## src/rtl/sw_test_status_tracker.sv

```systemverilog
// Snoops CPU writes to the SW test-status address, tracks the test lifecycle and reports pass/fail/done.
// Optional watchdog enabled by defining SW_TEST_STATUS_TIMEOUT_EN.
module sw_test_status_tracker #(
   parameter int unsigned          AddrWidth     = 32,
   parameter logic [AddrWidth-1:0] StatusAddr    = 32'h0041_1000,
   parameter logic [31:0]          TimeoutCycles = 32'd1_000_000
) (
   input  logic                 clk_i,
   input  logic                 rst_ni,
   input  logic                 wr_valid_i,
   input  logic [AddrWidth-1:0] wr_addr_i,
   input  logic [31:0]          wr_data_i,
   output logic [15:0]          status_o,
   output logic                 test_done_o,
   output logic                 test_passed_o,
   output logic                 test_failed_o,
   output logic                 err_code_o,
   output logic                 err_order_o,
   output logic                 timeout_o
);

   localparam logic [15:0] UNDER_RESET = 16'h0000;
   localparam logic [15:0] BOOTED      = 16'hb004;
   localparam logic [15:0] IN_BOOT_ROM = 16'hb090;
   localparam logic [15:0] IN_TEST     = 16'h4354;
   localparam logic [15:0] IN_WFI      = 16'h1d1e;
   localparam logic [15:0] PASSED      = 16'h900d;
   localparam logic [15:0] FAILED      = 16'hbaad;

   function automatic logic is_defined_code(input logic [15:0] code);
      logic ok;
      case (code)
         UNDER_RESET, BOOTED, IN_BOOT_ROM, IN_TEST,
         IN_WFI, PASSED, FAILED: ok = 1'b1;
         default:                ok = 1'b0;
      endcase
      return ok;
   endfunction

   // Same-code rewrites are no-ops; any non-terminal state may jump to FAILED.
   function automatic logic is_legal_move(input logic [15:0] cur, input logic [15:0] nxt);
      logic ok;
      if (nxt == cur) begin
         ok = 1'b1;
      end else begin
         case (cur)
            UNDER_RESET: ok = (nxt == BOOTED)      || (nxt == FAILED);
            BOOTED:      ok = (nxt == IN_BOOT_ROM) || (nxt == FAILED);
            IN_BOOT_ROM: ok = (nxt == IN_TEST)     || (nxt == FAILED);
            IN_TEST:     ok = (nxt == IN_WFI)  || (nxt == PASSED) || (nxt == FAILED);
            IN_WFI:      ok = (nxt == IN_TEST) || (nxt == PASSED) || (nxt == FAILED);
            default:     ok = 1'b0;
         endcase
      end
      return ok;
   endfunction

   logic [15:0] state_r, state_nx_s;
   logic        done_r, done_nx_s;
   logic        passed_r, passed_nx_s;
   logic        failed_r, failed_nx_s;
   logic        err_code_r, err_code_nx_s;
   logic        err_order_r, err_order_nx_s;
   logic        timeout_r, timeout_nx_s;
   logic        accept_s, terminal_s, legal_wr_s;
   logic [15:0] code_s;

   assign accept_s   = wr_valid_i && (wr_addr_i == StatusAddr);
   assign code_s     = wr_data_i[15:0];
   assign terminal_s = (state_r == PASSED) || (state_r == FAILED);

   // Decode the snooped write into next state and sticky error flags.
   always_comb begin
      state_nx_s     = state_r;
      err_code_nx_s  = err_code_r;
      err_order_nx_s = err_order_r;
      legal_wr_s     = 1'b0;
      if (accept_s && !terminal_s) begin
         if (is_defined_code(code_s)) begin
            legal_wr_s = 1'b1;
            state_nx_s = code_s;
            if (!is_legal_move(state_r, code_s)) begin
               err_order_nx_s = 1'b1;
            end else begin
               err_order_nx_s = err_order_r;
            end
         end else begin
            err_code_nx_s = 1'b1;
         end
      end else begin
         legal_wr_s = 1'b0;
      end
   end

`ifdef SW_TEST_STATUS_TIMEOUT_EN
   logic [31:0] cnt_r, cnt_nx_s;
   logic        counting_s;
   logic        unused_s;

   assign counting_s = (state_r != UNDER_RESET) && !terminal_s;
   assign unused_s   = ^wr_data_i[31:16];

   // Watchdog: a legal write in the expiry cycle clears the counter and prevents the timeout.
   always_comb begin
      cnt_nx_s     = cnt_r;
      timeout_nx_s = timeout_r;
      if (legal_wr_s) begin
         cnt_nx_s = 32'd0;
      end else if (counting_s && (cnt_r != TimeoutCycles)) begin
         cnt_nx_s = cnt_r + 32'd1;
      end else begin
         cnt_nx_s = cnt_r;
      end
      if (counting_s && !legal_wr_s && (cnt_r == TimeoutCycles - 32'd1)) begin
         timeout_nx_s = 1'b1;
      end else begin
         timeout_nx_s = timeout_r;
      end
   end

   // Watchdog counter register.
   always_ff @(posedge clk_i or negedge rst_ni) begin
      if (!rst_ni) begin
         cnt_r <= 32'd0;
      end else begin
         cnt_r <= cnt_nx_s;
      end
   end
`else
   logic unused_s;

   assign unused_s = (^wr_data_i[31:16]) ^ (^TimeoutCycles) ^ legal_wr_s;

   // No watchdog in this build.
   always_comb begin
      timeout_nx_s = 1'b0;
   end
`endif

   // Result outputs are computed from next-state values so they register alongside the state.
   always_comb begin
      done_nx_s   = done_r || (state_nx_s == PASSED) || (state_nx_s == FAILED) || timeout_nx_s;
      passed_nx_s = (state_nx_s == PASSED) && !err_code_nx_s && !err_order_nx_s && !timeout_nx_s;
      failed_nx_s = done_nx_s && !passed_nx_s;
   end

   // State and output registers.
   always_ff @(posedge clk_i or negedge rst_ni) begin
      if (!rst_ni) begin
         state_r     <= UNDER_RESET;
         done_r      <= 1'b0;
         passed_r    <= 1'b0;
         failed_r    <= 1'b0;
         err_code_r  <= 1'b0;
         err_order_r <= 1'b0;
         timeout_r   <= 1'b0;
      end else begin
         state_r     <= state_nx_s;
         done_r      <= done_nx_s;
         passed_r    <= passed_nx_s;
         failed_r    <= failed_nx_s;
         err_code_r  <= err_code_nx_s;
         err_order_r <= err_order_nx_s;
         timeout_r   <= timeout_nx_s;
      end
   end

   assign status_o      = state_r;
   assign test_done_o   = done_r;
   assign test_passed_o = passed_r;
   assign test_failed_o = failed_r;
   assign err_code_o    = err_code_r;
   assign err_order_o   = err_order_r;
   assign timeout_o     = timeout_r;

endmodule

```

## config.mk

```make
export PLATFORM = sky130hd
export DESIGN_NAME = sw_test_status_tracker
export DESIGN_NICKNAME = d
export VERILOG_FILES = /design/src/rtl/sw_test_status_tracker.sv
export SDC_FILE = /design/constraint.sdc
export NUM_CORES = 1
export LEC_CHECK = 0
export ABC_AREA = 1
export BUFFER_PORTS_ARGS = -buffer_cell sky130_fd_sc_hd__buf_2
export CAP_MARGIN = 10
export CORE_AREA = 5 5 105 107
export DETAILED_ROUTE_END_ITERATION = 16
export DIE_AREA = 0 0 110 112
export SETUP_SLACK_MARGIN = 0.02
export SYNTH_ARGS = -nofsm -noshare
export SYNTH_HDL_FRONTEND = slang
export SYNTH_SLANG_ARGS = --single-unit
```

## constraint.sdc

```tcl
create_clock -name clk_i -period 2 [get_ports clk_i]
set_input_delay 0.2 -clock clk_i [delete_from_list [all_inputs] [get_ports clk_i]]
set_output_delay 0.2 -clock clk_i [all_outputs]
set_load 0.05 [all_outputs]
```

======== After elaboration in Yosys (flattened, before gate mapping) ========
Index checks and enable logic that the tools add are counted.
storage, ports and cells
  register bits ........................... 21
  bits of input ports ..................... 67
  output and inout port bits .............. 22
operators by class
  equality and inequality tests ........... 16
  mux-type cells .......................... 13
  reduce and logical (&&, ||, !) cells .... 22
operators by type and width
  kind                    number
  $eq A16 B16 Y1 const B  10
  $eq A16 B13 Y1 const B  2
  $eq A16 B15 Y1 const B  2
  $eq A32 B23 Y1 const B  1
  $logic_not A16 Y1       2
  $mux W16                2
  $eq A16 B16 Y1          1
  $logic_or A1 B1 Y1      10
  $mux W1                 10
  $reduce_or A7 Y1        1
  $logic_and A1 B1 Y1     5
  $pmux W1 S5             1
  $logic_not A1 Y1        4

======== Logic depth before layout (Yosys ltp) ========
  word-level depth ........................ 14
  mapped depth ............................ 21
  depth with buffers taken out ............ 19

======== Worst setup path after synthesis ========
Ideal clock, no wire load.
  path type ............................... reg2reg
  start ................................... reg state_r[10] (netlist: status_o[10])
  end ..................................... reg failed_r (netlist: test_failed_o)
  arrival time ............................ 2136 ps
  slack ................................... -249 ps
  cell stages (with the launch flop) ...... 18
  buffers on the path ..................... 1
  period minus slack after synthesis ...... 2249 ps
  cells stage by stage .................... dfrtp_1 -> inv_1 -> nand2_1 -> nor2_1 -> nand3_1 -> a21oi_2 -> nor2_1 -> nand2_2 -> buf_6 -> nand2_1 -> nand2_2 -> nand2_1 -> nor2_1 -> nand2_1 -> nor2_1 -> nand3_1 -> nand2_1 -> inv_1
between the ends
  elaborated cells between the ends (all ways) .. 31
  classes of those cells .................. eq/ne: 9; mux: 10; reduce/logical: 12
RTL lines
  item                               line      source
  start: declaration                 58        logic [15:0] state_r, state_nx_s;
  start signal: assignment           158       state_r <= state_nx_s;
  $eq A16 B16 Y1                     70        assign terminal_s = (state_r == PASSED) || (state_r == FAILED);
  $logic_or A1 B1 Y1 (*)             70
  $logic_not A1 Y1 (*)               78        if (accept_s && !terminal_s) begin
  $logic_and A1 B1 Y1 (*)            78
  $mux W16 (*)                       78
  net state_nx_s[12]                 58
  $eq A16 B16 Y1                     142, 143
  $logic_and A1 B1 Y1 (2 in series)  143       passed_nx_s = (state_nx_s == PASSED) && !err_code_nx_s && !err_order_nx_s && !timeout_nx_s;
  $logic_not A1 Y1                   144       failed_nx_s = done_nx_s && !passed_nx_s;
  $logic_and A1 B1 Y1 (*)            144
  net failed_nx_s                    61        logic failed_r, failed_nx_s;
  end signal: assignment             161       failed_r <= failed_nx_s;
  end: declaration                   61
The timed path passes the listed nets; every way through them passes the cells marked *. The select of a mux whose other input is x is not followed.

======== Worst setup path after layout ========
  start ................................... reg state_r[7] (netlist: status_o[7])
  end ..................................... reg failed_r (netlist: test_failed_o)
between the ends
  elaborated cells between the ends (all ways) .. 31
  classes of those cells .................. eq/ne: 9; mux: 10; reduce/logical: 12
RTL lines
  item                     line  source
  $eq A16 B16 Y1           70
  $logic_or A1 B1 Y1       70
  $logic_not A1 Y1         78
  $logic_and A1 B1 Y1      78
  $mux W16 (*)             78
  $eq A16 B16 Y1           142   done_nx_s = done_r || (state_nx_s == PASSED) || (state_nx_s == FAILED) || timeout_nx_s;
  $logic_or A1 B1 Y1       142
  $logic_or A1 B1 Y1 (*)   142
  net done_nx_s            59    logic done_r, done_nx_s;
  $logic_and A1 B1 Y1 (*)  144
  net failed_nx_s          61
Marked as above.

==> metrics.yaml <==
setup_path:
  start_kind: "flop"
  crit_fanout: 8
  path_cells: "inv_2 -> nand2_4 -> nor2_4 -> nand3_2 -> a21oi_4 -> nor2_4 -> buf_6 -> nand3_1 -> nand2_2 -> nand2_2 -> inv_1 -> nand2_1 -> nor2_1 -> nand2_1 -> nand3_2 -> nand2_1 -> inv_1"
  critical_path_class: "reg2reg"
  crit_slowest_cell: "dfrtp_2"
  end_kind: "flop"
  cp_slowest_stage_delay_ns: 0.43
  cpMostUsedCell: "nand2_1"
  arrival_ns: 2.25
  cp.required_ns: 2.16
power_and_ir_drop:
  ir_drop_mv: 0.245
  internal-power_uw: 689
  clockPowerShare_pct: 28.5
  p_switching_uw: 263
  p_comb_share_pct: 27.0
  power_leakage_nw: 2.22
  seqPwrFrac_pct: 44.5
  swShare_pct: 27.6
  powerDensity_nw_per_um2: 228
grt:
  antenna_found_initial: 0
  grt_max_degree: 22
  grt_pass1_wl_microns: 15500
  grt_pass1_vias: 3404
  grt_overflow: 0
  grt_use_total_pct: 15.6
synth:
  synthCells: 460
  netlist_area_sq_um: 2450
  synth.net_count: 527
  synth_xor_area_share_pct: 2.15
  synthAdderAreaFrac_pct: 0
  synth_simple_gate_area_share_pct: 59.8
  ys_ff_latch: 21
  ys_seq_area_share_pct: 21.5
  syn_avg_cell_area_sq_um: 5.32
  synth_cell_types: 26
  synth.area.mux_share_pct: 0
  synth-compound-area-share_pct: 2.04
  synth_top_family_by_area: "simple AND/OR/NAND/NOR gates"
  yosysWarnings: 0
finish:
  drive_gt1_share_pct: 44.6
  area_delta_synth_final_pct: 70.7
  antenna_cells: 0
  final_area_sq_um: 4180
  nets: 722
worst_hold_path:
  worstHoldPathType: "in2reg"
timing:
  skew_ns: 0.00392
  maxSlewViolCount: 0
  hold_viol_final: 0
  holdWs_ns: 0.387
  rsz0062_at_grt: "yes"
  fin_crit_ns: 2.09
  fmax_mhz: 478
  finalSetupViolCount: 2
  setup_ws_ns: -0.0902
  fin_crit_sh_pct: 105
clock_tree:
  clock_tree.root_cell: "clkbuf_8"
  clk_latency_ns: 0.26
  cts_buffers: 3
  cts_sinks: 21
  clock_path_buffers: 2
  cts_tree: "yes"
  clk_pin_slew_worst_paths_ns: 0.08
  cts_max_level: 1
job:
  maxCapViolations: 0
floorplan:
  ioPinCount: 89
  core_sq_um: 10000
  initial_core_util_pct: 24.4
  die_w_microns: 110
  fp.dieH_microns: 112
  die_area_sq_um: 12300
  row_count: 37
detailed_routing:
  routed_wl_microns: 9810
  drt_pass1_iterations: 5
  route.detailed.drc: 0
  drt_iter0_markers: 164
  wl_per_cell_microns: 12.4
  viasPerCell: 4.37
  vias: 3456
  antenna_left: 0
run_status:
  violations: "negative setup slack"
  status: "finished, violations left"
place:
  dpl-instance-area_sq_um: 3790
  port_buffers: 71
  dpl.hpwl_microns: 8290
  place_congestion: 0.927
## stage by stage
stage | std cells | TNS (ns) | power [mW] | util (%) | setup slack (ns)
6_report | 790 | -0.142 | 0.952 | 41.6 | -0.0902
5_1_grt | 790 | -0.553 | 1.01 | 41.6 | -0.228
4_1_cts | 785 | -0.0551 | 0.960 | 40.1 | -0.0408
3_5_place_dp | 773 | -0.673 | 0.684 | 37.7 | -0.269
3_3_place_gp | 773 | -0.492 | 0.681 | 37.7 | -0.204
2_1_floorplan | 460 | -0.0567 | 0.517 | - | -0.0567
## per-layer routing
metal | vias to the layer above | track usage [%] | share of wire, % | wire length, microns
met2 | 71 | 26.9 | 50 | 4930
met4 | 0 | 4.41 | 1.9 | 189
met5 | - | 0 | 0 | 0
met3 | 14 | 1.62 | 3.6 | 353
li1 | 1801 | - | - | -
met1 | 1570 | 20.2 | 44 | 4340
## final timing paths
check / start / end / slack, ns / depth (start not counted)
max: status_o[7] / test_failed_o / -0.09 / 17
min: wr_data_i[2] / status_o[2] / 0.39 / 4
min reg2reg: test_done_o / test_done_o / 0.50 / 2
max reg2reg: status_o[7] / test_failed_o / -0.09 / 17
min in group asynchronous: rst_ni / test_passed_o / 0.42 / 2
max in group asynchronous: rst_ni / status_o[9] / 1.23 / 2
## critical path, delay by kind of cell, from the launching register on
| kind | cells | cell delay [ns] |
|---|---|---|
| simple gates | 12 | 0.99 |
| flops | 1 | 0.43 |
| buf+inv | 4 | 0.34 |
| compound gates | 1 | 0.24 |
## power groups by stage
stage,Combinational [mW],Sequential (mW),Clock [mW]
after global routing,0.284,0.424,0.299
after CTS,0.255,0.424,0.280
after global placement,0.248,0.433,0
after detailed placement,0.252,0.433,0
after floorplan,0.0848,0.433,0
final,0.257,0.424,0.271
## Yosys cell counts
master    number  share of area, %
nand3b_1       1              0.31
o221ai_1       2              0.72
buf_2          3              0.61
buf_6          3               1.4
nor2_4         2              0.92
a21oi_1        2              0.41
nand2_1      161                25
conb_1         1              0.15
nand4_1       20               5.1
nor3_1         9               1.8
nor2_1        90                14
o21ai_0        1              0.20
xnor2_1        6               2.1
o41ai_1        1              0.36
nor4_1         2              0.51
and2_1         1              0.26
nand3_1       40               8.2
nand3_2        1              0.41
nand2_4        2              0.92
buf_4          2              0.61
inv_1         74                11
nand2_2        8               2.0
dfrtp_1       21                21
a21oi_2        1              0.36
nor2_2         3              0.77
inv_2          3              0.46
## area by class of cell
cell class                      count  area (sq um)
Clock buffer                        3          41.3
Clock inverter                      1          5.00
Fill cell                        1067          5870
Inverter                           77           289
Multi-Input combinational cell    355          1800
Sequential cell                    21           541
Tap cell                          136           170
Timing Repair Buffer              197          1330
## cell families after synthesis
| family | Yosys count |
|---|---|
| compound gates | 7 |
| simple gates | 340 |
| buf+inv | 85 |
| other cells | 1 |
| xor+xnor | 6 |
| flops | 21 |
## layout by cell type (no fill, tap or decap)
master         Yosys  routed
nor2_4             2       7
nor3_2             0       2
a21oi_4            0       1
inv_2              3      13
nand2_2            8      24
o221ai_1           2       2
nor3_1             9       7
nand2_8            0       1
and2_4             0       1
xnor2_1            6       6
nor4_1             2       2
clkbuf_8           0       3
nand2_1          161     141
buf_4              2     117
nand2_4            2       6
nand3b_1           1       1
buf_6              3       8
dlygate4sd3_1      0       1
clkinv_2           0       1
nor2_1            90      75
o21ai_1            0       1
nand4_1           20      20
nand3_1           40      29
dfrtp_1           21       9
nor2_2             3      13
nand3_2            1      12
o41ai_1            1       1
dfrtp_2            0      12
conb_1             1       1
buf_2              3      71
inv_1             74      64
a21oi_1            2       2
## sequential cells by signal, indices dropped and copies added (netlist names)
name           cells
test_passed_o      1
err_order_o        1
test_failed_o      1
test_done_o        1
err_code_o         1
status_o          16
## timing repair
action	4_1_cts	5_1_grt
endpoints found under the setup margin	3	5
pin swaps	21	24
setup buffers	7	4
hold buffers	1	0
hold endpoints to repair	21	0
gates resized for setup	37	30
cloned	0	1
(Power assumes the default switching activity.)
